<file path="src/rtl/dmem_pkg.sv">
// Shared definitions for the MEM-stage data-memory controller.
//   op encodings, bus size codes, FSM state enum and small decode helpers.
package dmem_pkg;

    localparam int unsigned WORD_W = 32;
    localparam int unsigned STRB_W = 4;
    localparam int unsigned OP_W   = 3;
    localparam int unsigned SIZE_W = 2;

    // op_mem[2] = store, op_mem[1:0] = access size + 1 (00 = no access)
    localparam logic [OP_W-1:0] OP_NONE = 3'b000;
    localparam logic [OP_W-1:0] OP_LB   = 3'b001;
    localparam logic [OP_W-1:0] OP_LH   = 3'b010;
    localparam logic [OP_W-1:0] OP_LW   = 3'b011;
    localparam logic [OP_W-1:0] OP_SB   = 3'b101;
    localparam logic [OP_W-1:0] OP_SH   = 3'b110;
    localparam logic [OP_W-1:0] OP_SW   = 3'b111;

    localparam logic [SIZE_W-1:0] SIZE_BYTE = 2'd0;
    localparam logic [SIZE_W-1:0] SIZE_HALF = 2'd1;
    localparam logic [SIZE_W-1:0] SIZE_WORD = 2'd2;

    typedef enum logic [1:0] {
        ST_IDLE = 2'd0,
        ST_REQ  = 2'd1,
        ST_WAIT = 2'd2,
        ST_DONE = 2'd3
    } state_e;

    // Any non-zero size field means a real memory access.
    function automatic logic op_is_access(input logic [1:0] code);
        return code != 2'b00;
    endfunction

    function automatic logic [SIZE_W-1:0] op_size(input logic [1:0] code);
        return SIZE_W'(code - 2'd1);
    endfunction

    function automatic logic is_misaligned(input logic [SIZE_W-1:0] size, input logic [1:0] lo);
        logic bad;
        bad = 1'b0;
        case (size)
            SIZE_HALF: bad = lo[0];
            SIZE_WORD: bad = (lo != 2'b00);
            default:   bad = 1'b0;
        endcase
        return bad;
    endfunction

endpackage

</file>
<file path="src/rtl/dmem_align.sv">
// Byte-lane logic for the data-memory controller (purely combinational).
//   st_*  : byte strobes and lane-replicated write data for a store.
//   ld_*  : lane selection and sign/zero extension of a word-aligned read.
module dmem_align
    import dmem_pkg::*;
(
    input  logic              st_is_store,
    input  logic [SIZE_W-1:0] st_size,
    input  logic [1:0]        st_addr_lo,
    input  logic [WORD_W-1:0] st_src,
    output logic [STRB_W-1:0] st_wstrb,
    output logic [WORD_W-1:0] st_wdata,
    input  logic [SIZE_W-1:0] ld_size,
    input  logic [1:0]        ld_addr_lo,
    input  logic              ld_unsigned,
    input  logic [WORD_W-1:0] ld_rdata,
    output logic [WORD_W-1:0] ld_data
);

    logic [7:0]  ld_byte;
    logic [15:0] ld_half;

    // Store strobes/data; reads carry no strobes.
    always_comb begin
        st_wstrb = '0;
        st_wdata = '0;
        if (st_is_store) begin
            case (st_size)
                SIZE_BYTE: begin
                    st_wstrb = STRB_W'(4'b0001 << st_addr_lo);
                    st_wdata = {4{st_src[7:0]}};
                end
                SIZE_HALF: begin
                    st_wstrb = st_addr_lo[1] ? 4'b1100 : 4'b0011;
                    st_wdata = {2{st_src[15:0]}};
                end
                default: begin
                    st_wstrb = 4'b1111;
                    st_wdata = st_src;
                end
            endcase
        end
    end

    // Load lane select and extension.
    always_comb begin
        case (ld_addr_lo)
            2'd0:    ld_byte = ld_rdata[7:0];
            2'd1:    ld_byte = ld_rdata[15:8];
            2'd2:    ld_byte = ld_rdata[23:16];
            default: ld_byte = ld_rdata[31:24];
        endcase
        ld_half = ld_addr_lo[1] ? ld_rdata[31:16] : ld_rdata[15:0];
        case (ld_size)
            SIZE_BYTE: ld_data = ld_unsigned ? {24'b0, ld_byte} : {{24{ld_byte[7]}}, ld_byte};
            SIZE_HALF: ld_data = ld_unsigned ? {16'b0, ld_half} : {{16{ld_half[15]}}, ld_half};
            default:   ld_data = ld_rdata;
        endcase
    end

endmodule

</file>
<file path="src/rtl/dmem_ctrl.sv">
// MEM-stage data-memory access controller.
//   Pipeline side: op_mem/unsigned_mem/addr_mem/wdata_mem/flush in; stall_mem, addr_err,
//                  load_valid, load_data out.
//   Bus side     : SRAM-like data_req/wr/size/addr/wstrb/wdata out; data_addr_ok,
//                  data_data_ok, data_rdata in.
// One op becomes one bus transaction; the pipeline is stalled until it finishes.
// DATA_W must be 32.
module dmem_ctrl
    import dmem_pkg::*;
#(
    parameter int unsigned ADDR_W = 32,
    parameter int unsigned DATA_W = 32
) (
    input  logic              clk,
    input  logic              rst,
    input  logic [OP_W-1:0]   op_mem,
    input  logic              unsigned_mem,
    input  logic [ADDR_W-1:0] addr_mem,
    input  logic [DATA_W-1:0] wdata_mem,
    input  logic              flush,
    output logic              stall_mem,
    output logic              addr_err,
    output logic              load_valid,
    output logic [DATA_W-1:0] load_data,
    output logic              data_req,
    output logic              data_wr,
    output logic [SIZE_W-1:0] data_size,
    output logic [ADDR_W-1:0] data_addr,
    output logic [STRB_W-1:0] data_wstrb,
    output logic [DATA_W-1:0] data_wdata,
    input  logic              data_addr_ok,
    input  logic              data_data_ok,
    input  logic [DATA_W-1:0] data_rdata
);

    state_e            state_q, state_d;
    logic              data_req_q, data_req_d;
    logic              data_wr_q, data_wr_d;
    logic [SIZE_W-1:0] data_size_q, data_size_d;
    logic [ADDR_W-1:0] data_addr_q, data_addr_d;
    logic [STRB_W-1:0] data_wstrb_q, data_wstrb_d;
    logic [DATA_W-1:0] data_wdata_q, data_wdata_d;
    logic              unsigned_q, unsigned_d;
    logic              discard_q, discard_d;
    logic              load_valid_q, load_valid_d;
    logic [DATA_W-1:0] load_data_q, load_data_d;

    logic              access_c;
    logic [SIZE_W-1:0] size_c;
    logic              start_c;
    logic              resp_c;
    logic              drop_c;
    logic [STRB_W-1:0] st_wstrb_c;
    logic [DATA_W-1:0] st_wdata_c;
    logic [DATA_W-1:0] ld_data_c;

    assign access_c = op_is_access(op_mem[1:0]);
    assign size_c   = op_size(op_mem[1:0]);
    assign addr_err = access_c && is_misaligned(size_c, addr_mem[1:0]);
    assign start_c  = (state_q == ST_IDLE) && access_c && !addr_err && !flush;

    // Stall from the very first cycle an op is seen, through REQ and WAIT.
    assign stall_mem = start_c || (state_q == ST_REQ) || (state_q == ST_WAIT);

    // Store lanes come from the live op; load extraction from the latched request.
    dmem_align u_align (
        .st_is_store (op_mem[2]),
        .st_size     (size_c),
        .st_addr_lo  (addr_mem[1:0]),
        .st_src      (wdata_mem),
        .st_wstrb    (st_wstrb_c),
        .st_wdata    (st_wdata_c),
        .ld_size     (data_size_q),
        .ld_addr_lo  (data_addr_q[1:0]),
        .ld_unsigned (unsigned_q),
        .ld_rdata    (data_rdata),
        .ld_data     (ld_data_c)
    );

    // Next-state and next-output logic.
    always_comb begin
        state_d      = state_q;
        data_req_d   = 1'b0;
        data_wr_d    = data_wr_q;
        data_size_d  = data_size_q;
        data_addr_d  = data_addr_q;
        data_wstrb_d = data_wstrb_q;
        data_wdata_d = data_wdata_q;
        unsigned_d   = unsigned_q;
        discard_d    = discard_q;
        load_valid_d = 1'b0;
        load_data_d  = load_data_q;
        resp_c       = 1'b0;
        drop_c       = discard_q || flush;

        case (state_q)
            ST_IDLE: begin
                if (start_c) begin
                    state_d      = ST_REQ;
                    data_req_d   = 1'b1;
                    data_wr_d    = op_mem[2];
                    data_size_d  = size_c;
                    data_addr_d  = addr_mem;
                    data_wstrb_d = st_wstrb_c;
                    data_wdata_d = st_wdata_c;
                    unsigned_d   = unsigned_mem || (size_c == SIZE_WORD);
                    discard_d    = 1'b0;
                end
            end
            ST_REQ: begin
                if (data_addr_ok) begin
                    // Accepted: must run to completion even if flushed now.
                    if (data_data_ok) begin
                        resp_c = 1'b1;
                    end else begin
                        state_d   = ST_WAIT;
                        discard_d = flush;
                    end
                end else if (flush) begin
                    state_d = ST_IDLE;
                end else begin
                    data_req_d = 1'b1;
                end
            end
            ST_WAIT: begin
                if (data_data_ok) begin
                    resp_c = 1'b1;
                end else begin
                    discard_d = drop_c;
                end
            end
            ST_DONE: begin
                state_d = ST_IDLE;
            end
            default: begin
                state_d = ST_IDLE;
            end
        endcase

        // Response handling shared by REQ (same-cycle data_ok) and WAIT.
        if (resp_c) begin
            discard_d = 1'b0;
            if (drop_c) begin
                state_d = ST_IDLE;
            end else begin
                state_d      = ST_DONE;
                load_valid_d = !data_wr_q;
                if (!data_wr_q) begin
                    load_data_d = ld_data_c;
                end
            end
        end
    end

    // State and output registers.
    always_ff @(posedge clk) begin
        if (rst) begin
            state_q      <= ST_IDLE;
            data_req_q   <= 1'b0;
            data_wr_q    <= 1'b0;
            data_size_q  <= '0;
            data_addr_q  <= '0;
            data_wstrb_q <= '0;
            data_wdata_q <= '0;
            unsigned_q   <= 1'b0;
            discard_q    <= 1'b0;
            load_valid_q <= 1'b0;
            load_data_q  <= '0;
        end else begin
            state_q      <= state_d;
            data_req_q   <= data_req_d;
            data_wr_q    <= data_wr_d;
            data_size_q  <= data_size_d;
            data_addr_q  <= data_addr_d;
            data_wstrb_q <= data_wstrb_d;
            data_wdata_q <= data_wdata_d;
            unsigned_q   <= unsigned_d;
            discard_q    <= discard_d;
            load_valid_q <= load_valid_d;
            load_data_q  <= load_data_d;
        end
    end

    assign data_req   = data_req_q;
    assign data_wr    = data_wr_q;
    assign data_size  = data_size_q;
    assign data_addr  = data_addr_q;
    assign data_wstrb = data_wstrb_q;
    assign data_wdata = data_wdata_q;
    assign load_valid = load_valid_q;
    assign load_data  = load_data_q;

endmodule

</file>
<file path="config.mk">
export PLATFORM = sky130hd
export DESIGN_NAME = dmem_ctrl
export DESIGN_NICKNAME = d
export VERILOG_FILES = /design/src/rtl/dmem_pkg.sv /design/src/rtl/dmem_align.sv /design/src/rtl/dmem_ctrl.sv
export SDC_FILE = /design/constraint.sdc
export NUM_CORES = 1
export LEC_CHECK = 0
export ABC_AREA = 1
export ABC_CLOCK_PERIOD_IN_PS = 3700
export BUFFER_PORTS_ARGS = -buffer_cell sky130_fd_sc_hd__buf_4
export CELL_PAD_IN_SITES_DETAIL_PLACEMENT = 1
export CELL_PAD_IN_SITES_GLOBAL_PLACEMENT = 1
export CORE_UTILIZATION = 36
export CTS_CLUSTER_SIZE = 30
export DETAILED_ROUTE_END_ITERATION = 10
export GPL_ROUTABILITY_DRIVEN = 1
export PLACE_DENSITY_LB_ADDON = 0.15
export SYNTH_ARGS = -nofsm -noshare
export SYNTH_HDL_FRONTEND = slang
export SYNTH_SLANG_ARGS = --single-unit
</file>
<file path="constraint.sdc">
create_clock -name clk -period 3.7 [get_ports clk]
set_clock_uncertainty 0.2 [all_clocks]
set_input_delay 0.74 -clock clk [delete_from_list [all_inputs] [get_ports clk]]
set_output_delay 0.74 -clock clk [all_outputs]
set_load 0.005 [all_outputs]
</file>
Word-level counts from Yosys, hierarchy flattened
Cells that the tools add are included.
{"block": "totals", "reg_bits": 109, "inputBits": 105, "wordCells": 86}
{"block": "classes", "add_sub_neg": 1, "eq_ne": 15, "shifts": 1, "n_mux": 30, "n_bitwise": 3, "reduce_logical": 25}
{"op": "32-bit case mux with 2 select lines", "count": 2}
{"op": "32-bit two-way mux", "count": 3}
{"op": "8-bit case mux with 3 select lines", "count": 1}
{"op": "16-bit two-way mux", "count": 1}
{"op": "2-bit two-way mux", "count": 6}
{"op": "1-bit two-way mux", "count": 9}
{"op": "2-bit by 1-bit equality test with 1-bit output, second input constant", "count": 4}
{"op": "2-bit equality test, second input constant", "count": 4}
{"op": "2-bit logical NOT", "count": 4}
{"op": "4-bit two-way mux", "count": 2}
{"op": "2-bit inequality test, second input constant", "count": 4}
{"op": "4-bit inequality test, second input constant", "count": 2}
{"op": "4-bit case mux with 2 select lines", "count": 1}
{"op": "1-bit case mux with 2 select lines", "count": 3}
{"op": "2-bit case mux with 3 select lines", "count": 1}
{"op": "5-bit AND reduction", "count": 1}
{"op": "1-bit logical AND", "count": 4}
{"op": "1-bit logical OR", "count": 4}
{"op": "4-bit AND reduction", "count": 1}
{"op": "2-bit nonzero test", "count": 2}
{"op": "4-bit nonzero test", "count": 1}
{"op": "1-bit by 2-bit << shifter with 4-bit output, first input constant", "count": 1}
{"op": "1-bit logical NOT", "count": 3}
{"op": "3-bit inequality test, second input constant", "count": 1}
{"op": "other kinds (8)", "count": 10}

Longest topological paths before layout
Gate-level depths: netlist of the first run.
{"block": "logic_depth", "ltp_word": 10, "mapped_depth": 12, "depth_no_buf": 12}

Hierarchy
Synthesis of the first run repeated with hierarchy kept, for this count alone.
{"block": "unflattened", "cells_unflattened": 795, "area_unflattened_um2": 5534.1}
{"mod": "dmem_ctrl", "n_inst": 1, "cells_each": 531, "area_each_um2": 4199.0, "seq_area_each_um2": 2182.1}
{"mod": "dmem_align", "n_inst": 1, "cells_each": 264, "area_each_um2": 1335.0, "seq_area_each_um2": 0.0}

Least setup slack after synthesis of the first run
Ideal clock, no wire load.
{"block": "synth_path", "kind": "input to output", "start": "input op_mem[0]", "end": "output stall_mem", "t_arrival_ps": 1667, "setup_slack_ps": 1093, "path_stages": 7, "n_path_buf": 1, "cell_sequence": "inv_1 ha_1 nor2_1 nand2_1 nand2_2 clkbuf_1 nand2_1"}
{"block": "synth_via", "elab_chain_len": 9, "word_cells_on_any_way": 12, "classes_between": "add/sub (1); eq/ne (2); mux (1); reduce/logical (8)"}
{"item": "start, declared", "line_no": "dmem_ctrl.sv:16", "text": "input logic [OP_W-1:0] op_mem,"}
{"item": "2-bit by 1-bit subtractor with 2-bit output", "line_no": "dmem_pkg.sv:36", "text": "return SIZE_W'(code - 2'd1);"}
{"item": "2-bit equality test or 2-bit by 1-bit equality test with 1-bit output (tied branches)", "line_no": "dmem_pkg.sv:42", "text": "case (size)"}
{"item": "1-bit case mux with 2 select lines", "line_no": "dmem_pkg.sv:42"}
{"item": "1-bit logical AND", "line_no": "dmem_ctrl.sv:59", "text": "assign addr_err = access_c && is_misaligned(size_c, addr_mem[1:0]);"}
{"item": "1-bit logical NOT", "line_no": "dmem_ctrl.sv:60", "text": "assign start_c = (state_q == ST_IDLE) && access_c && !addr_err && !flush;"}
{"item": "1-bit logical AND (*) (2 in a row)", "line_no": "dmem_ctrl.sv:60"}
{"item": "1-bit logical OR (*) (2 in a row)", "line_no": "dmem_ctrl.sv:63", "text": "assign stall_mem = start_c || (state_q == ST_REQ) || (state_q == ST_WAIT);"}
{"item": "end, declared", "line_no": "dmem_ctrl.sv:21", "text": "output logic stall_mem,"}
Mark *: on every way between the ends. The rest lies on a longest branch, timed or not.

Final worst setup path of the first run
{"block": "layout_path", "start": "input op_mem[0]", "end": "output stall_mem"}
{"block": "layout_via", "elab_chain_len": 9, "word_cells_on_any_way": 12, "classes_between": "add/sub (1); eq/ne (2); mux (1); reduce/logical (8)"}
{"item": "2-bit by 1-bit subtractor with 2-bit output (*)", "line_no": "dmem_pkg.sv:36"}
{"item": "net size_c[0]", "line_no": "dmem_ctrl.sv:49", "text": "logic [SIZE_W-1:0] size_c;"}
{"item": "2-bit equality test or 2-bit by 1-bit equality test with 1-bit output (tied branches)", "line_no": "dmem_pkg.sv:42"}
{"item": "1-bit case mux with 2 select lines (*)", "line_no": "dmem_pkg.sv:42"}
{"item": "1-bit logical AND (*)", "line_no": "dmem_ctrl.sv:59"}
{"item": "1-bit logical NOT (*)", "line_no": "dmem_ctrl.sv:60"}
{"item": "1-bit logical AND (*) (2 in a row)", "line_no": "dmem_ctrl.sv:60"}
{"item": "1-bit logical OR (*) (2 in a row)", "line_no": "dmem_ctrl.sv:63"}
Mark *: on every way through the listed nets, which the timed path passes. The rest lies on a longest branch.

==> results of run 1 <==
==> critical path: stages <==
cell and delay [ns]:
buf_4 0.13, inv_1 0.08, ha_1 0.42, nand2_1 0.10, nand2_1 0.07, nand2_1 0.08, nand2_2 0.38, nand2_1 0.10
buf_4 0.16
==> per-layer routing <==
| metal | GRT usage, % | part of all wire [%] |
|---|---|---|
| met1 | 26.5 | 43 |
| met2 | 39.6 | 50 |
| met3 | 4.89 | 5.7 |
| met4 | 7.76 | 1.8 |
| met5 | 0 | 0 |
==> worst paths after layout <==
kind                                                  start  slack (ns)                           to
worst max-delay path                              op_mem[0]        0.49                    stall_mem
worst max register to register      state_q[1]$_SDFFE_PP0P_        0.97   load_data[26]$_SDFFE_PP0P_
worst min register to register  data_wdata[18]$_SDFFE_PP0P_        0.27  data_wdata[18]$_SDFFE_PP0P_
worst min-delay path            data_wdata[18]$_SDFFE_PP0P_        0.27  data_wdata[18]$_SDFFE_PP0P_
==> area by class of cell <==
| class | instances | area [sq um] | share of cell area [%] |
|---|---|---|---|
| inverter | 57 | 218 | 3.05 |
| sequential | 109 | 2180 | 30.5 |
| timing repair buffer | 217 | 1630 | 22.8 |
| clock inverter | 5 | 66.3 | 0.928 |
| tap | 180 | 225 | 3.15 |
| clock buffer | 10 | 239 | 3.34 |
| multi-input combinational | 500 | 2590 | 36.2 |
==> through the flow <==
stage / power (mW) / util (%)
detailed placement: 2.73 / 48.5
global placement: 2.68 / 48.5
CTS: 3.75 / 50.7
floorplan: 2.26 / -
finish: 3.70 / 50.7
global route: 3.94 / 50.7
==> power groups by stage <==
stage | clock network, mW | registers [mW] | logic (mW)
3_5_place_dp | 0 | 1.45 | 1.28
5_1_grt | 1.08 | 1.44 | 1.42
3_3_place_gp | 0 | 1.44 | 1.24
4_1_cts | 1.03 | 1.43 | 1.29
2_1_floorplan | 0 | 1.43 | 0.825
6_report | 1.01 | 1.42 | 1.27
==> sequential cells by signal (all words and copies together) (netlist names) <==
name and flops:
data_wstrb 4, load_valid 1, discard_q 1, load_data 32, data_req 1, state_q 2, data_wdata 32, data_wr 1
data_size 2, data_addr 32, unsigned_q 1
==> cells in the final DEF, fill, tap and decap left out, types with 8 or more instances in the layout <==
cell / netlist / layout
buf_4: 6 / 217
o21a_1: 24 / 24
inv_1: 53 / 52
nor2_1: 76 / 76
dfxtp_1: 109 / 109
or2_2: 8 / 8
ha_1: 9 / 9
nand3_1: 16 / 16
nand2_2: 12 / 12
nand2_1: 154 / 154
o211ai_1: 37 / 37
a21oi_1: 75 / 75
clkbuf_16: 0 / 9
o21ai_1: 9 / 9
o21ai_0: 50 / 50
==> cells by family (layout without fill, tap and decap cells) <==
logic type                 after synthesis  after routing  synth area share (%)
AOI/OAI and AO/OA                      212            212                  24.5
DFF                                    109            109                  41.3
and+or+nand+nor                        279            279                  22.4
buffers and inverters                  107            289                  9.62
adders and majority gates                9              9                  2.13
==> metrics.md, run 1 <==
| Metric | Value |
|---|---|
| Clk pwr share | `27.2%` |
| CTS Buffer Depth | `2` |
| Seq/Total Area, Yosys | `41.3%` |
| Initial core utilization | `37.4%` |
| TNS Setup | `0 ns` |
| Gr ovfl total | `0` |
| Initial antenna violation count | `0` |
| Worst skew pair latency | `0.35 ns` |
| MaxCap Viol Count | `0` |
| Syn avg cell area | `7.37 sq um` |
| Comb pwr share | `34.3%` |
| H-tree depth | `3` |
| Global-route wire length before repair | `26400 microns` |
| TritonCTS clock tree | `built` |
| PnR worst setup slack | `0.489 ns` |
| Post-route non-filler standard cell count | `1078` |
| Unrepaired setup endpoints after global routing | `no` |
| Die Width | `123 microns` |
| Synthesized flop and latch total | `109` |
| Most common cell in the netlist | `nand2_1` |
| Worst Path Arrival | `2.27 ns` |
| Worst setup SP type | `input pin` |
| Sw frac | `34.9%` |
| Psw | `1.29 mW` |
| Clk sinks | `109` |
| Share of cells above drive strength 1 | `30.8%` |
| Initial DRC count | `229` |
| Total Wirelength | `17000 microns` |
| Worst Hold Class | `reg -> reg` |
| Final worst path period need | `3.21 ns` |
| # diodes | `0` |
| DP Wirelength | `12500 microns` |
| DRC Markers | `0` |
| Most used DFF post-synth | `dfxtp_1` |
| Die height | `123 microns` |
| Placed cells | `1063` |
| Reg power frac | `38.5%` |
| Synth unique cells | `40` |
| Gates resized, CTS repair | `0` |
| Synthesized instance count | `716` |
| Mapped Nets | `830` |
| # IOs | `212` |
| Root buffer cell | `clkbuf_16` |
| Die footprint | `15200 sq um` |
| Hold_ws | `0.268 ns` |
| Critical path type | `in -> out` |
| Synth cell count leaders | `nand2_1, dfxtp_1, nor2_1, a21oi_1, inv_1` |
| Hold Crit Depth | `2` |
| Nets | `1008` |
| Count of final max-slew check failures | `0` |
| Final RePlAce weighted congestion | `0.767` |
| Synth top area share | `41.3%` |
| Synth Cell Area | `5280 sq um` |
| FFs w/ async S/R, synth | `0%` |
| P_int | `2.41 mW` |
| Status | `finished, final reports clean` |
| R2R depth | `9` |
| Design Area, Final | `7150 sq um` |
| TritonRoute pass-1 iters | `4` |
| Worst EP required | `2.76 ns` |
| VDD IR max | `0.000295 V` |
| Setup bufs post-CTS | `0` |
| Synth area leaders | `dfxtp_1, nand2_1, a21oi_1, nor2_1, o211ai_1` |
| Worst-path fanout max | `23` |
| Num CTS Buffers | `9` |
| Total GRT Usage | `22.4%` |
| FILL cells | `1796` |
| Area grow syn2layout | `35.4%` |
| Final period utilization | `86.8%` |
| Standard-cell row count | `43` |
| Worst-path clk slew | `0.08 ns` |
| EDFF count, synth | `0` |
| Routed Antenna Nets | `0` |
| Leakage power | `3.36 nW` |
| Largest net degree at the start of global routing | `69` |
| Yosys warnings | `0` |
| Routed wire length per instance | `15.8 microns` |
| Via density | `5.07` |
| Crit end category | `output port` |
| CTS Hold Buffers Added | `0` |
| Core ar. | `14100 sq um` |
| Dpl ws | `0.467 ns` |
| Vias after detailed routing | `5466` |
| Fmax | `311 MHz` |
| PD cells | `517 nW/um^2` |
| Worst relative slew slack | `25.5%` |
| Vias in the first global route | `5395` |
| Final hold violations | `0` |
| Number of port buffers | `211` |
| Slew @ Worst Pin | `1.12 ns` |
| Dominant cell type by area after synthesis | `dfxtp_1` |
| Placed inst area | `6840 sq um` |
| Final setup viols | `0` |
Power figures use the tool's default switching activity.
==> run 2, diff against run 1 <==
--- a/config.mk
+++ b/config.mk
@@ -10,7 +10,8 @@
 export BUFFER_PORTS_ARGS = -buffer_cell sky130_fd_sc_hd__buf_4
 export CELL_PAD_IN_SITES_DETAIL_PLACEMENT = 1
 export CELL_PAD_IN_SITES_GLOBAL_PLACEMENT = 1
-export CORE_UTILIZATION = 36
+export CORE_UTILIZATION = 37
+export CTS_BUF_LIST = sky130_fd_sc_hd__clkbuf_4 sky130_fd_sc_hd__clkbuf_8
 export CTS_CLUSTER_SIZE = 30
 export DETAILED_ROUTE_END_ITERATION = 10
 export GPL_ROUTABILITY_DRIVEN = 1
==> run 2 against run 1 <==
- total power decreased by 7.9%
- critical path type unchanged
- critical endpoint unchanged
- flip-flop and latch count unchanged
- largest power group unchanged
- combinational power about the same
- hold slack improved by 0.0042 ns
- register-to-register slack improved by 0.04 ns
- fmax increased by 8.1%
- wire length increased by 1.9%
- sequential share of layout area increased by 0.58 points
- die area decreased by 2.7%
- final cell count unchanged
- via count increased by 0.49%
- highest routed layer unchanged
==> metrics.md, run 2 (synthesis gave the netlist of run 1 again) <==
| Metric | Value |
|---|---|
| Slew @ Worst Pin | `0.816 ns (-0.301 ns)` |
| Most frequent cells in the layout | `buf_4, nand2_1, dfxtp_1, nor2_1, a21oi_1` |
| Leakage power | `3.30 nW (-1.9%)` |
| Total Wirelength | `17300 microns (+1.9%)` |
| Max stage delay on crit path | `0.44 ns (+0.02 ns)` |
| Worst setup SP type | `input pin` |
| Commonest non-fill, non-tap cell in the layout | `buf_4` |
| Routed Antenna Nets | `0 (unchanged)` |
| Worst-path clk slew | `0.10 ns (+0.02 ns)` |
| CP most frequent cell | `nand2_1` |
| Fin util | `50.5% (-0.18 points)` |
| Worst EP required | `2.76 ns (about the same)` |
| DRC Markers | `0 (unchanged)` |
| Die footprint | `14700 sq um (-2.7%)` |
| Final RePlAce weighted congestion | `0.903 (+18%)` |
| Reg2reg setup slack | `1.01 ns (+0.04 ns)` |
| Die Width | `121 microns (-1.3%)` |
| Hold Crit Depth | `2 (unchanged)` |
| PnR worst setup slack | `0.728 ns (+0.240 ns)` |
| Count of final max-slew check failures | `0 (unchanged)` |
| Largest net degree at the start of global routing | `75 (+8.7%)` |
| Dpl ws | `0.624 ns (+0.157 ns)` |
| CTS Hold Buffers Added | `0 (unchanged)` |
| Crit end category | `output port` |
| FILL cells | `1797 (+0.056%)` |
| Nets | `1007 (-0.099%)` |
| Num CTS Buffers | `9 (unchanged)` |
| Number of port buffers | `211 (unchanged)` |
| Area grow syn2layout | `32.9%` |
| Fmax | `337 MHz (+8.1%)` |
| Final hold violations | `0 (unchanged)` |
| Final period utilization | `80.3% (-6.5 points)` |
| WHS Endpoint | `data_wdata[7]$_SDFFE_PP0P_` |
| Setup bufs post-CTS | `0 (unchanged)` |
| VDD IR max | `0.000363 V (+23%)` |
| Total GRT Usage | `23.4% (+1.1 points)` |
| Vias after detailed routing | `5493 (+0.49%)` |
| Via density | `5.10 (+0.49%)` |
| Global-route wire length before repair | `26900 microns (+1.9%)` |
| Critical-path top delay cell | `ha_1` |
| Worst Path Arrival | `2.03 ns (-0.24 ns)` |
| Initial antenna violation count | `0 (unchanged)` |
| MaxCap Viol Count | `0 (unchanged)` |
| H-tree depth | `3 (unchanged)` |
| Area of the multi-input gates | `2590 sq um (unchanged)` |
| Gr ovfl total | `0 (unchanged)` |
| TNS Setup | `0 ns (unchanged)` |
| Share of cells above drive strength 1 | `30.8% (unchanged)` |
| Status | `finished, final reports clean` |
| Critical path cell sequence | `buf_4, inv_1, ha_1, nand2_1, nand2_1, nand2_1, nand2_2, nand2_1, buf_4` |
| Root buffer cell | `clkbuf_8` |
| Min-delay src | `data_wdata[7]$_SDFFE_PP0P_` |
| Worst-path fanout max | `12 (-48%)` |
| R2R depth | `9 (unchanged)` |
| Unrepaired setup endpoints after global routing | `no` |
| # diodes | `0 (unchanged)` |
| Standard-cell row count | `43 (unchanged)` |
| # IOs | `212 (unchanged)` |
| Worst relative slew slack | `45.5% (+20 points)` |
| R2r endpoint | `load_data[21]$_SDFFE_PP0P_` |
| TritonRoute pass-1 iters | `4 (unchanged)` |
| CP startpoint | `op_mem[0]` |
| Vias in the first global route | `5391 (-0.074%)` |
| Initial core utilization | `38.0% (+0.58 points)` |
| Worst r2r src | `state_q[0]$_SDFFE_PP0P_` |
| Routed wire length per instance | `16.1 microns (+1.9%)` |
| Worst Hold Class | `reg -> reg` |
| Die height | `121 microns (-1.3%)` |
| DP Wirelength | `12700 microns (+1.5%)` |
| Initial DRC count | `295 (+29%)` |
| CTS Buffer Depth | `2 (unchanged)` |
| Clk sinks | `109 (unchanged)` |
| Core ar. | `13900 sq um (-1.5%)` |
| Critical path type | `in -> out` |
| Register area | `2180 sq um (unchanged)` |
| PD cells | `485 nW/um^2 (-6.2%)` |
| Gates resized, CTS repair | `0 (unchanged)` |
| Final worst path period need | `2.97 ns (-0.240 ns)` |
| Worst skew pair latency | `0.39 ns (+0.04 ns)` |
| Final setup viols | `0 (unchanged)` |
| TritonCTS clock tree | `built` |
## run 2: worst max path at each step
stage	end	slack [ns]	cells past startpoint
final	stall_mem	0.73	9
after floorplan	stall_mem	1.09	7
after detailed placement	data_addr[22]$_SDFFE_PP0P_	0.62	10
after global placement	data_wdata[22]$_SDFFE_PP0P_	0.76	10
after CTS	stall_mem	0.71	9
after global routing	stall_mem	0.58	9
## run 2: power breakdown
group,leakage (nW),total [mW],internal [mW],switching [mW]
clock,0.0891,0.701,0.272,0.429
combinational,2.32,1.28,0.535,0.750
sequential,0.887,1.42,1.32,0.100
## run 2: through the flow
stage	area (sq um)	hold slack [ns]	instances	power, mW
3_3_place_gp	6840	0.253	1062	2.68
4_1_cts	7010	0.274	1078	3.43
5_1_grt	7010	0.296	1078	3.62
3_5_place_dp	6840	0.259	1062	2.74
2_1_floorplan	5280	0.249	716	2.26
6_report	7010	0.272	1078	3.41
## run 2: layout make-up
cell class | count | share of cell area [%]
Multi-Input combinational cell | 500 | 36.9
Sequential cell | 109 | 31.1
Timing Repair Buffer | 216 | 23.1
Tap cell | 180 | 3.21
Inverter | 57 | 3.10
Clock buffer | 11 | 2.07
Clock inverter | 5 | 0.482
## run 2: metal layers
metal	global-route usage [%]	up-vias	wire, microns
li1	-	2697	-
met1	28.1	2604	7120
met2	40.6	174	8730
met3	5.31	18	1180
met4	8.26	0	304
met5	0	-	0
## run 2: critical path: cells and delay by family
family | cells | cell delay [ns]
simple gates | 5 | 0.51
buf+inv | 3 | 0.35
fa+ha+maj | 1 | 0.44
